<file path="src/rtl/iter_alu_if.sv">
// iter_alu_if: operation/result handshake bundle for iter_alu
//   master: drives in_valid, op, a, b, flush, out_ready; sees in_ready, out_valid, result
//   slave : the ALU side of the same signals
interface iter_alu_if #(parameter int XLEN = 32);
    logic            in_valid;
    logic            in_ready;
    logic [4:0]      op;
    logic [XLEN-1:0] a;
    logic [XLEN-1:0] b;
    logic            flush;
    logic            out_valid;
    logic            out_ready;
    logic [XLEN-1:0] result;
    modport master (
        output in_valid, op, a, b, flush, out_ready,
        input  in_ready, out_valid, result
    );
    modport slave (
        input  in_valid, op, a, b, flush, out_ready,
        output in_ready, out_valid, result
    );
endinterface

</file>
<file path="src/rtl/iter_alu.sv">
// iter_alu: RV-style ALU with single-cycle logic ops and iterative mul/div
//   clk, rst : clock and synchronous active-high reset
//   bus      : iter_alu_if.slave (in_valid/in_ready/op/a/b, flush, out_valid/out_ready/result)
module iter_alu #(
    parameter int XLEN    = 32,
    parameter int SHAMT_W = 5
) (
    input logic       clk,
    input logic       rst,
    iter_alu_if.slave bus
);
    localparam int CW = SHAMT_W + 1;
    localparam logic [XLEN-1:0] MIN_NEG = {1'b1, {(XLEN-1){1'b0}}};
    typedef enum logic [1:0] {IDLE, MULT, DIVI, DONE} state_t;
    state_t            r_state;
    logic [4:0]        r_op;
    logic [XLEN-1:0]   r_a;
    logic [XLEN-1:0]   r_b;
    logic [XLEN-1:0]   r_rem;
    logic [XLEN-1:0]   r_result;
    logic [2*XLEN-1:0] r_acc;
    logic [CW-1:0]     r_cnt;
    logic              r_nq;
    logic              r_nr;
    logic              r_out_valid;
    logic              r_in_ready;
    logic [SHAMT_W-1:0] w_sh;
    logic [XLEN-1:0]   w_alu;
    logic              w_is_mul;
    logic              w_is_div;
    logic              w_bz;
    logic              w_ovf;
    logic              w_sa;
    logic              w_sb;
    logic [XLEN-1:0]   w_ma;
    logic [XLEN-1:0]   w_mb;
    logic [XLEN:0]     w_sum;
    logic [2*XLEN-1:0] w_acc_nx;
    logic [2*XLEN-1:0] w_prod;
    logic [XLEN-1:0]   w_mres;
    logic [XLEN:0]     w_dsh;
    logic              w_ge;
    logic [XLEN-1:0]   w_rem_nx;
    logic [XLEN-1:0]   w_quo_nx;
    logic [XLEN-1:0]   w_dres;
    logic              w_last;
    assign bus.in_ready  = r_in_ready;
    assign bus.out_valid = r_out_valid;
    assign bus.result    = r_result;
    assign w_sh     = bus.b[SHAMT_W-1:0];
    assign w_is_mul = bus.op >= 5'd11 && bus.op <= 5'd14;
    assign w_is_div = bus.op >= 5'd15 && bus.op <= 5'd18;
    assign w_bz     = bus.b == '0;
    assign w_ovf    = (bus.op == 5'd15 || bus.op == 5'd17) && bus.a == MIN_NEG && bus.b == '1;
    // Operand signs only matter for the signed mul/div flavours; magnitudes feed the iterators.
    assign w_sa = bus.a[XLEN-1] & (bus.op == 5'd12 || bus.op == 5'd13 || bus.op == 5'd15 || bus.op == 5'd17);
    assign w_sb = bus.b[XLEN-1] & (bus.op == 5'd12 || bus.op == 5'd15 || bus.op == 5'd17);
    assign w_ma = w_sa ? -bus.a : bus.a;
    assign w_mb = w_sb ? -bus.b : bus.b;
    // Single-cycle results; the div entries only cover the divide-by-zero and overflow bypasses.
    always_comb begin
        w_alu = '0;
        case (bus.op)
            5'd0:         w_alu = bus.a + bus.b;
            5'd1:         w_alu = bus.a - bus.b;
            5'd2:         w_alu = bus.a & bus.b;
            5'd3:         w_alu = bus.a | bus.b;
            5'd4:         w_alu = bus.a ^ bus.b;
            5'd5:         w_alu = bus.a << w_sh;
            5'd6:         w_alu = bus.a >> w_sh;
            5'd7:         w_alu = $signed(bus.a) >>> w_sh;
            5'd8:         w_alu = {{(XLEN-1){1'b0}}, $signed(bus.a) < $signed(bus.b)};
            5'd9:         w_alu = {{(XLEN-1){1'b0}}, bus.a < bus.b};
            5'd10:        w_alu = bus.b;
            5'd15, 5'd16: w_alu = w_bz ? '1 : bus.a;
            5'd17, 5'd18: w_alu = w_bz ? bus.a : '0;
            default:      w_alu = '0;
        endcase
    end
    // Shift-add step: low half starts as the multiplier and is consumed LSB first.
    assign w_sum    = {1'b0, r_acc[2*XLEN-1:XLEN]} + (r_acc[0] ? {1'b0, r_a} : '0);
    assign w_acc_nx = {w_sum, r_acc[XLEN-1:1]};
    assign w_prod   = r_nq ? -w_acc_nx : w_acc_nx;
    assign w_mres   = r_op == 5'd11 ? w_prod[XLEN-1:0] : w_prod[2*XLEN-1:XLEN];
    // Restoring step: r_a shifts the dividend out and the quotient bits in.
    assign w_dsh    = {r_rem, r_a[XLEN-1]};
    assign w_ge     = w_dsh >= {1'b0, r_b};
    assign w_rem_nx = w_ge ? XLEN'(w_dsh - {1'b0, r_b}) : w_dsh[XLEN-1:0];
    assign w_quo_nx = {r_a[XLEN-2:0], w_ge};
    assign w_dres   = (r_op == 5'd15 || r_op == 5'd16) ? (r_nq ? -w_quo_nx : w_quo_nx)
                                                       : (r_nr ? -w_rem_nx : w_rem_nx);
    assign w_last   = r_cnt == CW'(XLEN - 1);
    always_ff @(posedge clk) begin
        if (rst) begin
            r_state     <= IDLE;
            r_op        <= '0;
            r_a         <= '0;
            r_b         <= '0;
            r_rem       <= '0;
            r_acc       <= '0;
            r_cnt       <= '0;
            r_nq        <= 1'b0;
            r_nr        <= 1'b0;
            r_result    <= '0;
            r_out_valid <= 1'b0;
            r_in_ready  <= 1'b1;
        end else if (bus.flush) begin
            r_state     <= IDLE;
            r_cnt       <= '0;
            r_out_valid <= 1'b0;
            r_in_ready  <= 1'b1;
        end else begin
            case (r_state)
                IDLE: if (bus.in_valid) begin
                    r_op       <= bus.op;
                    r_a        <= w_ma;
                    r_b        <= w_mb;
                    r_acc      <= {{XLEN{1'b0}}, w_mb};
                    r_rem      <= '0;
                    r_cnt      <= '0;
                    r_nq       <= w_sa ^ w_sb;
                    r_nr       <= w_sa;
                    r_in_ready <= 1'b0;
                    if (w_is_mul) begin
                        r_state <= MULT;
                    end else if (w_is_div && !w_bz && !w_ovf) begin
                        r_state <= DIVI;
                    end else begin
                        r_state     <= DONE;
                        r_result    <= w_alu;
                        r_out_valid <= 1'b1;
                    end
                end
                MULT: begin
                    r_acc <= w_acc_nx;
                    r_cnt <= w_last ? '0 : r_cnt + 1'b1;
                    if (w_last) begin
                        r_state     <= DONE;
                        r_result    <= w_mres;
                        r_out_valid <= 1'b1;
                    end
                end
                DIVI: begin
                    r_a   <= w_quo_nx;
                    r_rem <= w_rem_nx;
                    r_cnt <= w_last ? '0 : r_cnt + 1'b1;
                    if (w_last) begin
                        r_state     <= DONE;
                        r_result    <= w_dres;
                        r_out_valid <= 1'b1;
                    end
                end
                DONE: if (bus.out_ready) begin
                    r_state     <= IDLE;
                    r_out_valid <= 1'b0;
                    r_in_ready  <= 1'b1;
                end
                default: r_state <= IDLE;
            endcase
        end
    end
endmodule

</file>
<file path="src/flat_wrapper.sv">
// flat-port wrapper written by rule: the top's interface ports become plain ports
module iter_alu_flat 
#(
    parameter int XLEN    = 32,
    parameter int SHAMT_W = 5
)
  (clk, rst, bus_in_valid, bus_op, bus_a, bus_b, bus_flush, bus_out_ready, bus_in_ready, bus_out_valid, bus_result);
  iter_alu_if #(.XLEN(XLEN)) bus_i ();
  input logic clk;
  input logic rst;
  input wire logic [$bits(bus_i.in_valid)-1:0] bus_in_valid;
  input wire logic [$bits(bus_i.op)-1:0] bus_op;
  input wire logic [$bits(bus_i.a)-1:0] bus_a;
  input wire logic [$bits(bus_i.b)-1:0] bus_b;
  input wire logic [$bits(bus_i.flush)-1:0] bus_flush;
  input wire logic [$bits(bus_i.out_ready)-1:0] bus_out_ready;
  output wire logic [$bits(bus_i.in_ready)-1:0] bus_in_ready;
  output wire logic [$bits(bus_i.out_valid)-1:0] bus_out_valid;
  output wire logic [$bits(bus_i.result)-1:0] bus_result;
  assign bus_i.in_valid = bus_in_valid;
  assign bus_i.op = bus_op;
  assign bus_i.a = bus_a;
  assign bus_i.b = bus_b;
  assign bus_i.flush = bus_flush;
  assign bus_i.out_ready = bus_out_ready;
  assign bus_in_ready = bus_i.in_ready;
  assign bus_out_valid = bus_i.out_valid;
  assign bus_result = bus_i.result;
  iter_alu #(.XLEN(XLEN), .SHAMT_W(SHAMT_W)) u_core (.clk(clk), .rst(rst), .bus(bus_i));
endmodule
</file>
<file path="config.mk">
export PLATFORM = sky130hd
export DESIGN_NAME = iter_alu_flat
export DESIGN_NICKNAME = d
export VERILOG_FILES = /design/src/rtl/iter_alu_if.sv /design/src/rtl/iter_alu.sv /design/src/flat_wrapper.sv
export SDC_FILE = /design/constraint.sdc
export NUM_CORES = 2
export LEC_CHECK = 0
export ABC_CLOCK_PERIOD_IN_PS = 10800
export CAP_MARGIN = 20
export CORE_MARGIN = 4
export CORE_UTILIZATION = 50
export CTS_BUF_LIST = sky130_fd_sc_hd__clkbuf_16
export DETAILED_ROUTE_END_ITERATION = 16
export PLACE_DENSITY_LB_ADDON = 0.08
export SLEW_MARGIN = 40
export SYNTH_ARGS = -nofsm -noshare
export SYNTH_HDL_FRONTEND = slang
export SYNTH_SLANG_ARGS = --single-unit
</file>
<file path="constraint.sdc">
create_clock -name clk -period 10.8 [get_ports clk]
set_input_delay 2.16 -clock clk [delete_from_list [all_inputs] [get_ports clk]]
set_output_delay 2.16 -clock clk [all_outputs]
set_load 0.01 [all_outputs]
</file>
; ---- After elaboration in Yosys (flattened, before gate mapping)
; Cells that the tools add are included.
; W data, S select, Z words.
[op_classes]
order_cmp = 7
mux = 42
eq_ne = 32
addsub = 10
n_reduce_logical = 35
shifts = 3
bitwise = 7
[ops]
columns = op, n
row1 = $mux W32, 17
row2 = $pmux W32 S13, 1
row3 = $mux W64, 2
row4 = $neg A32 Y32, 4
row5 = $pmux W32 S2, 2
row6 = $pmux W64 S2, 1
row7 = $pmux W32 S3, 1
row8 = $eq A32 B32 Y1 const B, 2
row9 = $lt A32 B32 Y1, 2
row10 = $neg A64 Y64, 1
row11 = $sub A32 B32 Y32, 2
row12 = $eq A5 B4 Y1 const B, 8
row13 = $add A32 B33 Y33, 1
row14 = $ge A33 B32 Y1, 1
row15 = $add A32 B32 Y32, 1
row16 = $and A32 B32 Y32, 1
row17 = $logic_not A32 Y1, 1
row18 = $or A32 B32 Y32, 1
row19 = $shl A32 B5 Y32, 1
row20 = $shr A32 B5 Y32, 1
row21 = $sshr A32 B5 Y32, 1
row22 = $xor A32 B32 Y32, 1
row23 = $eq A5 B3 Y1 const B, 4
row24 = $eq A5 B5 Y1 const B, 4
row25 = 33 further kinds, 75
[word_totals]
input_bits = 74
ff_bits = 209
output_inout_bits = 34

; ---- Logic depth before layout (Yosys ltp)
[depth]
ltp_word = 10
mapped_depth = 25
mapped_depth_nobuf = 19

; ---- Worst setup path before layout
; OpenSTA, ideal clock, no wires.
[synth_timing]
path_kind = input port to flip-flop
from = input bus_b[0]
to = register u_core.r_result[14] (netlist: u_core.bus.result[14])
required_time_ps = 10709
setup_ps = 91
setup_slack_ps = 4402
arrival_time_ps = 6307
n_path_buf = 6
path_stages = 18
path_cell_list = clkbuf_1 -> inv_1 -> clkbuf_1 -> buf_1 -> clkbuf_1 -> ha_1 -> or3b_2 -> or3_1 -> nor2_1 -> nand3_1 -> a211o_1 -> nand3_1 -> clkbuf_1 -> clkbuf_1 -> o21ai_0 -> o2111ai_1 -> a21oi_1 -> a311oi_1
[synth_via]
elab_chain_len = 7
word_cells_on_any_way = 21
classes_between = 2 x add/sub / 2 x eq/ne / 3 x shift / 7 x mux / 7 x reduce/logical
[synth_lines]
columns = element, line
row1 = start: declaration, flat_wrapper.sv:14  ; input wire logic [$bits(bus_i.b)-1:0] bus_b;
row2 = branches (longest 7 deep; another with $sub A32 B32 Y32), -
row3 = end signal: assignment, iter_alu.sv:130  ; r_result <= w_alu;
row4 = end signal: assignment, iter_alu.sv:139  ; r_result <= w_mres;
row5 = end signal: assignment, iter_alu.sv:149  ; r_result <= w_dres;
row6 = end: declaration, iter_alu.sv:20  ; logic [XLEN-1:0] r_result;
; Parallel ways; which one is timed is not known. The select of a mux whose other input is x is not followed.
; A chain may end at the register's enable or synchronous reset.

; ---- Worst setup path after layout
[layout_timing]
from = input bus_a[2]
to = register u_core.r_result[30] (netlist: u_core.bus.result[30])
[layout_via]
elab_chain_len = 7
word_cells_on_any_way = 17
classes_between = 2 x add/sub / 2 x eq/ne / 3 x shift / 5 x mux / 5 x reduce/logical
[layout_lines]
columns = element, line
row1 = start: declaration, flat_wrapper.sv:13  ; input wire logic [$bits(bus_i.a)-1:0] bus_a;
row2 = branches (longest 7 deep; another with $sub A32 B32 Y32), -
; Parallel ways; which one is timed is not known. The select of a mux whose other input is x is not followed.

==> out/metrics.csv <==
stage,metric,value,unit
status,outcome,"complete, no violations",
pwr,switch share,0.439,
route,DR WL/cell,28.4,um
placement,Post-DP Area,28200,um2
synthesis,ys async rst share,0,
clocking,# hold bufs at CTS,0,
route,DR vias,31249,
pwr,Gate power share,0.425,
synthesis,Synth Net Count,4198,
floorplan,top-level port count,108,
clocking,post-CTS setup buffers,0,
synthesis,"Top FF cell, synth",dfxtp_1,
floorplan,initial core utilization,0.507,
timing,Setup TNS Final,0,ns
finish,FILL cells,5365,
timing,worst-margin pin slew,0.968,ns
timing,relative max-transition margin,0.348,
job,MaxCap Viol Count,0,
floorplan,CORE AREA,52900,um2
clocking,Resized Gates After CTS,0,
route,antenna-violating nets left,0,
grt,global-route wire length before repair,188,mm
grt,antenna violations before repair,6,
timing,Final Max Tran Viols,0,
floorplan,Die W,240,um
clocking,H-Tree Level Count,1,
clocking,TritonCTS Buffers,28,
timing,post-layout min period,6.78,ns
timing,RSZ-0062 raised after global routing,false,
critical_path,startpoint types,input port,
floorplan,row cnt,84,
timing,final setup fails,0,
synthesis,synthesized cell area,26800,um2
finish,ratio of cells with drive above 1 in the final layout,0.0568,
synthesis,Gate Count Post-Synth,3948,
clocking,CTS max path bufs,3,
pwr,Seq pwr share,0.285,
synthesis,number of synthesized register bits,209,
floorplan,DIE AREA,57400,um2
route,vias per cell,6.85,
route,Pre-antenna DRT Iters,6,
pwr,Peak VDD IR,0.145,mV
floorplan,die height,240,um
synthesis,synthesized area per cell,6.79,um2
synthesis,"EDFF count, synth",0,
timing,Fmax,0.148,GHz
critical_path,CP arrival,7.19,ns
synthesis,synth unique cells,96,
finish,nets,4104,
route,DRC marker count from the first detailed-route iteration,4382,
critical_path,data required time at the worst endpoint,11.21,ns
pwr,Psw,0.00138,W
timing,Fin. Hold Viols,0,
timing,Hold WS,0.466,ns
grt,GR Overflow Total,0,
clocking,Clock Root Buffer,clkbuf_16,
critical_path,crit-path max FO,10,
critical_path,CP Capture Type,register,
finish,layout overhead on the synthesized area,8.43,%
pwr,power density over the cells,108,nW/um2
critical_path,start-to-end type of the worst setup path,input port to register,
clocking,clock-pin slew on the worst setup and hold paths,0.06,ns
clocking,clock latency on the worst-skew pair,0.58,ns
pwr,overall power,0.00314,W
synthesis,Ys Warns,0,
timing,Final Skew,0.0279,ns
finish,Finished Cell Area,29100,um2
grt,largest net degree at the start of global routing,109,
pwr,P_leak,11.1,nW
route,Post-Route WL,130,mm
clocking,CTS tree,done,
worst_hold_path,Hold Crit Class,register to register,
grt,number of global-route vias before repair,28393,
pwr,Pint,0.00176,W
synthesis,register area share after synthesis,0.156,
placement,gpl congestion,1.08,
pwr,clock share of power,0.291,
placement,input/output buffers,107,
timing,Tcrit/Tclk final,0.627,
placement,post-DP HPWL,99.4,mm
route,DRC errors left,0,
clocking,Clock Sinks,209,
grt,gr usage total,0.431,
sequential cells by signal, indices dropped and copies added (netlist names):
| register | cells |
|---|---|
| u_core.r_a | 32 |
| u_core.bus.result | 32 |
| u_core.r_acc | 64 |
| u_core.r_op | 5 |
| u_core.r_state | 2 |
| u_core.bus.in_ready | 1 |
| u_core.bus.out_valid | 1 |
| u_core.r_rem | 32 |
| u_core.r_cnt | 6 |
| u_core.r_nq | 1 |
| u_core.r_b | 32 |
| u_core.r_nr | 1 |
cell usage after synthesis, types with 9 or more instances:
cell	count	area share
a2111oi_0	25	0.0082
a211o_1	25	0.0082
a211oi_1	85	0.024
a21o_1	47	0.013
a21oi_1	334	0.062
a221o_1	22	0.0082
a221oi_1	20	0.0065
a22oi_1	38	0.011
a311oi_1	16	0.0052
a31oi_1	76	0.018
and2_1	55	0.013
and3_1	20	0.0047
buf_1	32	0.0045
clkbuf_1	262	0.037
dfxtp_1	209	0.16
ha_1	172	0.080
inv_1	153	0.021
mux2i_1	84	0.031
mux4_2	20	0.017
nand2_1	491	0.069
nand2b_1	36	0.0084
nand3_1	94	0.018
nand3b_1	10	0.0028
nand4_1	33	0.0077
nor2_1	421	0.059
nor2b_1	23	0.0054
nor3_1	83	0.015
nor4_1	31	0.0072
o2111ai_1	14	0.0046
o211ai_1	67	0.019
o21a_1	26	0.0073
o21ai_0	325	0.061
o21bai_1	21	0.0059
o221ai_1	9	0.0029
o22ai_1	20	0.0047
o31ai_1	60	0.017
o41ai_1	27	0.0088
or2_2	23	0.0054
or3_1	39	0.0091
or4_1	22	0.0062
xnor2_1	141	0.046
xor2_1	78	0.025
per-layer routing:
layer | track usage | part of all wire | wire length (um)
met4 | 0.315 | 0.094 | 12200
met5 | 0 | 0.00046 | 60
met2 | 0.651 | 0.42 | 54300
met1 | 0.542 | 0.38 | 48900
met3 | 0.0921 | 0.11 | 14300
path summary, 6_finish.rpt:
kind / start / to / slack (ns) / depth (start not counted)
setup / recovery: bus_a[2] / u_core.bus.result[30]$_SDFFE_PP0P_ / 4.02 / 16
hold / removal: u_core.r_b[0]$_SDFFE_PP0P_ / u_core.r_b[0]$_SDFFE_PP0P_ / 0.47 / 2
setup reg to reg: u_core.r_b[21]$_SDFFE_PP0P_ / u_core.bus.result[30]$_SDFFE_PP0P_ / 4.58 / 19
hold reg to reg: u_core.r_b[0]$_SDFFE_PP0P_ / u_core.r_b[0]$_SDFFE_PP0P_ / 0.47 / 2
stage by stage:
step            util  std cells  worst slack (ns)
2_1_floorplan      -       3948              4.40
3_3_place_gp   0.532       4512              3.70
3_5_place_dp   0.533       4512              3.70
4_1_cts        0.550       4563              4.26
5_1_grt        0.550       4563              3.89
6_report       0.550       4564              4.02
cell families (layout without fill, tap and decap cells):
group                    after synthesis  after routing  synth area share
AND/OR/NAND/NOR                     1427           1427             0.246
flip-flops                           209            209             0.156
adder cells (fa/ha/maj)              176            176            0.0833
buffers and inverters                459            386            0.0654
multiplexers                         112            112            0.0515
AO/OA/AOI/OAI                       1346           1346             0.326
XOR/XNOR                             219            219            0.0716
other                                  0              1                 0
final cells by class:
cell class	count	area, um2	share of cell area
flip-flops and latches	209	4190	0.144
inverters	156	588	0.0202
diodes	1	2.50	0.0000861
well taps	688	861	0.0296
clock buffers	29	726	0.0250
clock inverters	22	150	0.00517
multi-input cells	3280	21000	0.721
repair buffers	179	1590	0.0548
critical path, stage by stage:
cell and delay [ns]:
clkdlybuf4s50_1 0.89, inv_1 0.21, ha_1 0.43, a211o_1 0.36, a2111oi_0 0.44, buf_4 0.22
o211a_1 0.20, o31ai_1 0.13, a211o_1 0.39, a221o_1 0.41, a21o_1 0.21, a21oi_1 0.23
o41a_1 0.16, nor2_1 0.05, o21ai_0 0.49, a311oi_1 0.16
power by group through the flow:
| stage | Sequential (W) | Clock (W) | Combinational, W |
|---|---|---|---|
| 3_5_place_dp | 0.000906 | 0 | 0.00128 |
| 2_1_floorplan | 0.000874 | 0 | 0.000826 |
| 3_3_place_gp | 0.000906 | 0 | 0.00128 |
| 6_report | 0.000894 | 0.000912 | 0.00133 |
| 5_1_grt | 0.000897 | 0.000943 | 0.00141 |
| 4_1_cts | 0.000889 | 0.000913 | 0.00128 |
cells in the final DEF, fill, tap and decap left out, types with 39 or more instances in the layout:
cell,instances
clkdlybuf4s50_1,100
a31oi_1,75
and2_1,53
buf_4,72
xnor2_1,139
nand2_1,490
o31ai_1,59
xor2_1,78
ha_1,170
o21ai_0,323
dfxtp_1,207
a211oi_1,84
or3_1,39
mux2i_1,84
inv_1,158
o211ai_1,67
a21o_1,47
nor2_1,417
nand3_1,93
a21oi_1,334
nor3_1,80
Power figures use the tool's default switching activity.
